<file path="src/rtl/p405s_ocm_pkg.sv">
// Shared types and constants for the instruction-side OCM responder.
package p405s_ocm_pkg;

    localparam int WAITW  = 2;   // wait-state counter width (0..3 wait states)
    localparam int OCM_AW = 14;  // default fetch address width (doubleword address)
    localparam int OCM_DW = 64;  // default fetch data width (two instructions)

    // Responder states; encoding is visible on the debug state output.
    typedef enum logic [2:0] {
        IDLE = 3'd0,
        RD   = 3'd1,
        WT   = 3'd2,
        CAP  = 3'd3,
        DV   = 3'd4
    } ocmState_t;

endpackage

</file>
<file path="src/rtl/p405s_ocm_waitCnt.sv">
// Loadable down-counter that times the extra SRAM access cycles.
module p405s_ocm_waitCnt
    import p405s_ocm_pkg::*;
(
    input  logic             CB,
    input  logic             resetCore_NEG,
    input  logic             load,
    input  logic [WAITW-1:0] loadVal,
    input  logic             dec,
    output logic [WAITW-1:0] cnt,
    output logic             zero,
    output logic             one
);

    // Load has priority over decrement; the counter never wraps below zero.
    always_ff @(posedge CB or negedge resetCore_NEG) begin
        if (!resetCore_NEG) begin
            cnt <= '0;
        end else if (load) begin
            cnt <= loadVal;
        end else if (dec && (cnt != '0)) begin
            cnt <= cnt - 1'b1;
        end
    end

    // Flags consumed by the responder FSM.
    always_comb begin
        zero = (cnt == '0);
        one  = (cnt == WAITW'(1));
    end

endmodule

</file>
<file path="src/rtl/p405s_ocm_icuresp.sv">
// Instruction-side OCM responder: serves one ICU fetch at a time from a
// synchronous SRAM and returns registered data with a data-valid strobe.
// Handshake: a request is accepted (OCM_icuAddrAck) in any cycle where
// ICU_ocmReq is high, OCM_isHold is low and ICU_ocmAbort is low; data is
// consumed in any cycle where OCM_icuDv is high and ICU_ocmIcuReady_NEG is low.
module p405s_ocm_icuresp
    import p405s_ocm_pkg::*;
#(
    parameter int AW          = OCM_AW,
    parameter int DW          = OCM_DW,
    parameter int WAIT_STATES = 0
) (
    input  logic          CB,
    input  logic          resetCore_NEG,
    input  logic          ICU_ocmReq,
    input  logic [AW-1:0] ICU_ocmAddr,
    input  logic          ICU_ocmAbort,
    input  logic          ICU_ocmIcuReady_NEG,
    output logic          OCM_icuAddrAck,
    output logic          OCM_isHold,
    output logic          OCM_icuDv,
    output logic [DW-1:0] OCM_icuData,
    output logic          OCM_sramEn,
    output logic [AW-1:0] OCM_sramAddr,
    input  logic [DW-1:0] sram_ocmRdData,
    output logic [2:0]    dbgState
);

    localparam logic [WAITW-1:0] WAIT_LD = WAITW'(WAIT_STATES);

    ocmState_t        state;
    ocmState_t        stateNxt;
    logic [AW-1:0]    addrReg;
    logic [DW-1:0]    dataReg;
    logic             cntLoad;
    logic             cntDec;
    logic [WAITW-1:0] waitCnt;
    logic             cntZero;
    logic             cntOne;

    p405s_ocm_waitCnt uWaitCnt (
        .CB            (CB),
        .resetCore_NEG (resetCore_NEG),
        .load          (cntLoad),
        .loadVal       (WAIT_LD),
        .dec           (cntDec),
        .cnt           (waitCnt),
        .zero          (cntZero),
        .one           (cntOne)
    );

    // State register.
    always_ff @(posedge CB or negedge resetCore_NEG) begin
        if (!resetCore_NEG) begin
            state <= IDLE;
        end else begin
            state <= stateNxt;
        end
    end

    // Latch the fetch address on accept; capture SRAM data in CAP.
    always_ff @(posedge CB or negedge resetCore_NEG) begin
        if (!resetCore_NEG) begin
            addrReg <= '0;
            dataReg <= '0;
        end else begin
            if (OCM_icuAddrAck) begin
                addrReg <= ICU_ocmAddr;
            end
            if (state == CAP) begin
                dataReg <= sram_ocmRdData;
            end
        end
    end

    // Next-state and output decode; abort overrides everything outside IDLE.
    always_comb begin
        stateNxt       = state;
        cntLoad        = 1'b0;
        cntDec         = 1'b0;
        OCM_sramEn     = 1'b0;
        OCM_icuDv      = 1'b0;
        OCM_isHold     = !((state == IDLE) || ((state == DV) && !ICU_ocmIcuReady_NEG));
        OCM_icuAddrAck = ICU_ocmReq && !OCM_isHold && !ICU_ocmAbort;

        case (state)
            IDLE: begin
                if (OCM_icuAddrAck) begin
                    stateNxt = RD;
                end
            end
            RD: begin
                OCM_sramEn = 1'b1;
                cntLoad    = 1'b1;
                stateNxt   = (WAIT_STATES > 0) ? WT : CAP;
            end
            WT: begin
                cntDec = 1'b1;
                // Zero is a safety exit; normal exit is the last wait cycle.
                if (cntOne || cntZero) begin
                    stateNxt = CAP;
                end
            end
            CAP: begin
                stateNxt = DV;
            end
            DV: begin
                OCM_icuDv = 1'b1;
                if (!ICU_ocmIcuReady_NEG) begin
                    stateNxt = OCM_icuAddrAck ? RD : IDLE;
                end
            end
            default: begin
                stateNxt = IDLE;
            end
        endcase

        if (ICU_ocmAbort && (state != IDLE)) begin
            stateNxt  = IDLE;
            OCM_icuDv = 1'b0;
        end
    end

    // Registered datapath outputs and debug state.
    always_comb begin
        OCM_icuData  = dataReg;
        OCM_sramAddr = addrReg;
        dbgState     = state;
    end

endmodule

</file>
<file path="config.mk">
export PLATFORM = sky130hd
export DESIGN_NAME = p405s_ocm_icuresp
export DESIGN_NICKNAME = d
export VERILOG_FILES = /design/src/rtl/p405s_ocm_pkg.sv /design/src/rtl/p405s_ocm_waitCnt.sv /design/src/rtl/p405s_ocm_icuresp.sv
export SDC_FILE = /design/constraint.sdc
export NUM_CORES = 1
export LEC_CHECK = 0
export CORE_AREA = 4 4 99 101
export DETAILED_ROUTE_END_ITERATION = 8
export DIE_AREA = 0 0 103 105
export PLACE_DENSITY = 0.75
export SYNTH_ARGS = -nofsm -noshare
export SYNTH_HDL_FRONTEND = slang
export SYNTH_SLANG_ARGS = --single-unit
</file>
<file path="constraint.sdc">
create_clock -name CB -period 1.69 [get_ports CB]
set_input_delay 0.338 -clock CB [delete_from_list [all_inputs] [get_ports CB]]
set_output_delay 0.338 -clock CB [all_outputs]
set_load 0.02 [all_outputs]
</file>
# --- After elaboration in Yosys (flattened, before gate mapping) ---
# Index checks and enable logic that the tools add are counted.
totals:
  register_bits: 83
  input_bits: 83
  output_inout_bits: 85
  wordCells: 41
op_classes:
  addsub: 1
  n_eq_ne: 8
  mux: 12
  n_reduce_logical: 16
op_table:
  columns: ["cell", "n"]
  rows:
  - ["one-hot mux 3 bit (5 select lines)", 1]
  - ["two-way mux 3 bit", 4]
  - ["equality test 3 x 2 -> 1 bit, second input constant", 2]
  - ["inequality test 3 x 2 -> 1 bit, second input constant", 2]
  - ["logical AND 1 bit", 5]
  - ["two-way mux 1 bit", 5]
  - ["two-way mux 2 bit", 2]
  - ["nonzero test 2 bit", 2]
  - ["equality test 3 x 1 -> 1 bit, second input constant", 1]
  - ["equality test 3 bit, second input constant", 1]
  - ["zero test 1 bit", 3]
  - ["zero test 3 bit", 1]
  - ["inequality test 3 bit, second input constant", 1]
  - ["AND reduction 3 bit", 1]
  - ["nonzero test 3 bit", 1]
  - ["equality test 2 x 1 -> 1 bit, second input constant", 1]
  - ["zero test 2 bit", 1]
  - ["logical OR 1 bit", 2]
  - ["subtractor 2 x 1 -> 2 bit, second input constant", 1]

# --- Longest topological paths before layout ---
depth:
  ltp_word: 9
  depth_mapped: 5
  depth_no_buf: 5

# --- Hierarchy ---
# Synthesis repeated with hierarchy kept, for this count alone.
hier_totals:
  hier_cells: 202
  area_unflattened_um2: 3474.6
by_module_without_submodules:
  columns: ["module", "instances", "cells_per_inst", "area_per_inst_um2", "seq_area_each_um2"]
  rows:
  - ["p405s_ocm_icuresp", 1, 188, 3330.7, 2026.9]
  - ["p405s_ocm_waitCnt", 1, 14, 143.9, 50.0]

# --- Least setup slack after synthesis ---
# No wires, ideal clock.
synth_timing:
  kind: "register to output"
  startpoint: "reg state[0] (netlist: dbgState[0])"
  endpoint: "out OCM_icuDv"
  arrival_ps: 1415
  required_ps: 1352
  setup_slack_ps: -63
  stages_incl_launch_ff: 3
  path_cell_list: "dfrtp_1 buf_6 nor4b_1"
synth_via:
  elab_chain_cells: 3
synth_rtl:
  columns: ["element", "line_no", "rtl"]
  rows:
  - ["from (decl)", "p405s_ocm_icuresp.sv:31", "ocmState_t state;"]
  - ["from (signal assigned)", "p405s_ocm_icuresp.sv:57", "state <= stateNxt;"]
  - ["equality test 3 bit / nonzero test 3 bit (equally long branches)", "p405s_ocm_icuresp.sv:86, p405s_ocm_icuresp.sv:118", null]
  - ["two-way mux 1 bit / logical AND 1 bit (equally long branches)", "p405s_ocm_icuresp.sv:86, p405s_ocm_icuresp.sv:118", null]
  - ["two-way mux 1 bit *", "p405s_ocm_icuresp.sv:118", "if (ICU_ocmAbort && (state != IDLE)) begin"]
  - ["to (decl)", "p405s_ocm_icuresp.sv:21", "output logic OCM_icuDv,"]
# Every way passes the cells marked *; elsewhere a longest branch is shown, timed or not.

# --- Final worst setup path ---
layout_timing:
  startpoint: "reg dataReg[35] (netlist: OCM_icuData[35])"
  endpoint: "out OCM_icuData[35]"
layout_lines:
  columns: ["element", "line_no", "rtl"]
  rows:
  - ["from (decl)", "p405s_ocm_icuresp.sv:34", "logic [DW-1:0] dataReg;"]
  - ["from (signal assigned)", "p405s_ocm_icuresp.sv:71", "dataReg <= sram_ocmRdData;"]
  - ["to (decl)", "p405s_ocm_icuresp.sv:22", "output logic [DW-1:0] OCM_icuData,"]
# No word-level cell between the ends.

==> results.yml <==
critical_path:
  slowest_delay_ns: 0.63
  cpLargestDelayFamily: "buffers and inverters"
  start_kind: "flip-flop"
  reg2reg_slack_ns: 0.07
  cp_max_fo: 2
  critPathRequiredTime_ns: 1.35
  worstSetupPathType: "reg2out"
  slowest_stage: "clkdlybuf4s50_1"
  path_cells: "clkdlybuf4s50_1"
  worst-path-buf-inv: 1
  worstSetupEndpointType: "primary output"
  worstPathArrival_ns: 1.33
die:
  die_w_um: 103
  die_area_um2: 10800
  row_count: 35
  io_pins: 168
  dieHeight_um: 105
  coreArea_um2: 9020
  start_util_pct: 39.4
logic_synthesis:
  syn_inst: 206
  ys_top_cells_by_area: "dfrtp_1 58%, mux2_4 25%, mux2_2 6.3%"
  syn_avg_cell_area_um2: 17.2
  syn_nets: 291
  synthTopCellsByCount: "83 x dfrtp_1, 58 x mux2_4, 20 x mux2_2, 9 x buf_6"
  yosysUniqueCellTypes: 27
  yosysTopAreaCell: "dfrtp_1"
  async_flop_share_pct: 100
  ys_ff_latch: 83
  synth_ff_type: "dfrtp_1"
  netlist.area_leader.share_pct: 58.5
  synth_enable_flop_cells: 0
  yosysWarnings: 0
  yosysMostFrequentCell: "dfrtp_1"
  syn_area_um2: 3550
  ys_seq_area_share_pct: 58.5
detailed_routing:
  vias_per_cell: 4.72
  dr.pass1.iters: 4
  drc: 0
  routed_wl_um: 8340
  routedWlPerCell_um: 16.6
  drtIter0Drc: 57
  ant_nets: 0
  vias: 2371
timing:
  worst_pin_slew_ns: 0.442
  finalCritPeriodShare_pct: 98.4
  rsz0062_at_grt: "true"
  max_slew_margin_pct: 70.6
  setup_violations: 0
  hold_violations: 0
  post-route-worst-setup-slack_ns: 0.0268
  drv_slew: 0
  fmax_mhz: 601
  finalCriticalPeriod_ns: 1.66
  fin_skew_ns: 0.0121
finish:
  multi_input_area_um2: 1370
  stdcell_count: 502
  ff_latch_area_um2: 2080
  diodes: 0
  syn2layout_area_growth_pct: 60.3
  fillCellCount: 719
  drive_gt1_share_pct: 31.5
  final_nets: 471
cts:
  cts_tree: "yes"
  cts_made_buffers: 9
  cts_buffer_depth: 2
  htreeDepth: 3
  clk_latency_ns: 0.34
  cts_root_buf: "clkbuf_8"
  clkSinkCount: 83
  clkTransAtPathRegs_ns: 0.09
pwr:
  ir_worst_vdd_mv: 1.09
  power.density_nw_per_um2: 1910
  p_leak_uw: 0.00300
hold_path:
  hold_path_class: "in2async"
global_routing:
  grt_pass1_wl_um: 12800
  antenna_found_initial: 0
  grt_overflow: 0
  grt_max_degree: 84
  grt_usage_pct: 15.2
  grt_pass1_vias: 2558
placed_design:
  gp_congestion: 0.757
  port_buffers: 167
  place_hpwl_um: 6010
  post-place-cells: 484
  pre_cts_slack_ns: -0.458
flow_run:
  max_cap_viol_count: 0
status:
  status: "complete, no violations"
==> cell usage in the layout, fill, tap and decap left out, types with 2 or more instances in the layout <==
| cell type | instances |
|---|---|
| clkdlybuf4s50_1 | 94 |
| dfrtp_1 | 81 |
| mux2_4 | 58 |
| dlymetal6s2s_1 | 46 |
| mux2_2 | 20 |
| dlygate4sd2_1 | 20 |
| buf_4 | 11 |
| clkbuf_8 | 9 |
| nand2_1 | 4 |
| o21ai_0 | 4 |
| buf_12 | 4 |
| buf_2 | 3 |
| inv_1 | 2 |
| a22o_1 | 2 |
| a211oi_1 | 2 |
| a21oi_1 | 2 |
| ha_1 | 2 |
| clkinv_4 | 2 |
| inv_6 | 2 |
| dfrtp_2 | 2 |
==> path summary, 6_finish.rpt <==
check                           startpoint              end  depth (start not counted)
max                        OCM_icuData[35]  OCM_icuData[35]                          1
min                          resetCore_NEG   OCM_icuData[7]                          2
max reg2reg                    dbgState[1]  OCM_icuData[43]                          5
min reg2reg                OCM_icuData[53]  OCM_icuData[53]                          1
max in group asynchronous    resetCore_NEG      dbgState[0]                          2
min in group CB            OCM_icuData[53]  OCM_icuData[53]                          1
==> cells by family after synthesis <==
group	after synthesis	share of synthesized area, %
DFF	83	58.5
muxes	78	30.8
and+or+nand+nor	17	4.33
buffers and inverters	14	3.45
AOI/OAI and AO/OA	11	1.97
adders and majority gates	2	0.704
xor gates and xnor gates	1	0.247
==> what timing repair did <==
item | in CTS | in global routing
resized for setup | 49 | 50
gates cloned | 0 | 0
hold endpoints to repair | 0 | 0
setup buffers | 2 | 0
hold buffers | 0 | 0
endpoints found under the setup margin | 25 | 48
==> per-stage QoR <==
| stage | utilization [%] | power [uW] | area [um2] | hold WS (ns) | setup TNS [ns] |
|---|---|---|---|---|---|
| final | 63.1 | 10900 | 5700 | 0.00318 | 0 |
| after global routing | 63.1 | 11500 | 5700 | 0.0245 | -0.0377 |
| after CTS | 61.7 | 11200 | 5570 | 0.0133 | -0.00175 |
| after detailed placement | 59.6 | 9800 | 5380 | 0.407 | -2.86 |
| after global placement | 59.6 | 9700 | 5380 | 0.405 | -2.43 |
| after floorplan | - | 7110 | 3560 | 0.0424 | 0 |
==> power breakdown <==
| group | leakage [uW] | internal [uW] | switching, uW |
|---|---|---|---|
| Clock | 0.0000975 | 699 | 731 |
| Sequential | 0.000976 | 2990 | 553 |
| Combinational | 0.00193 | 3310 | 2590 |
| Total | 0.00300 | 7000 | 3880 |
==> per-layer routing <==
layer | global-route usage [%] | vias to the layer above | wire length (um)
met5 | 0 | - | 0
li1 | - | 1085 | -
met1 | 19.2 | 1165 | 3430
met4 | 6.11 | 0 | 167
met3 | 4.47 | 14 | 778
met2 | 24.3 | 107 | 3970
==> area by class of cell <==
type / count / share of cell area (%)
Multi-Input combinational cell: 109 / 24.1
Timing Repair Buffer: 180 / 33.2
Clock inverter: 6 / 1.27
Inverter: 3 / 0.198
Clock buffer: 10 / 2.24
Tap cell: 111 / 2.44
Sequential cell: 83 / 36.5
==> registers in the layout (all words and copies together) (netlist names) <==
register	flops
dbgState	3
OCM_sramAddr	14
OCM_icuData	64
uWaitCnt.cnt	2
No activity file was read; power rests on OpenSTA's default activity.
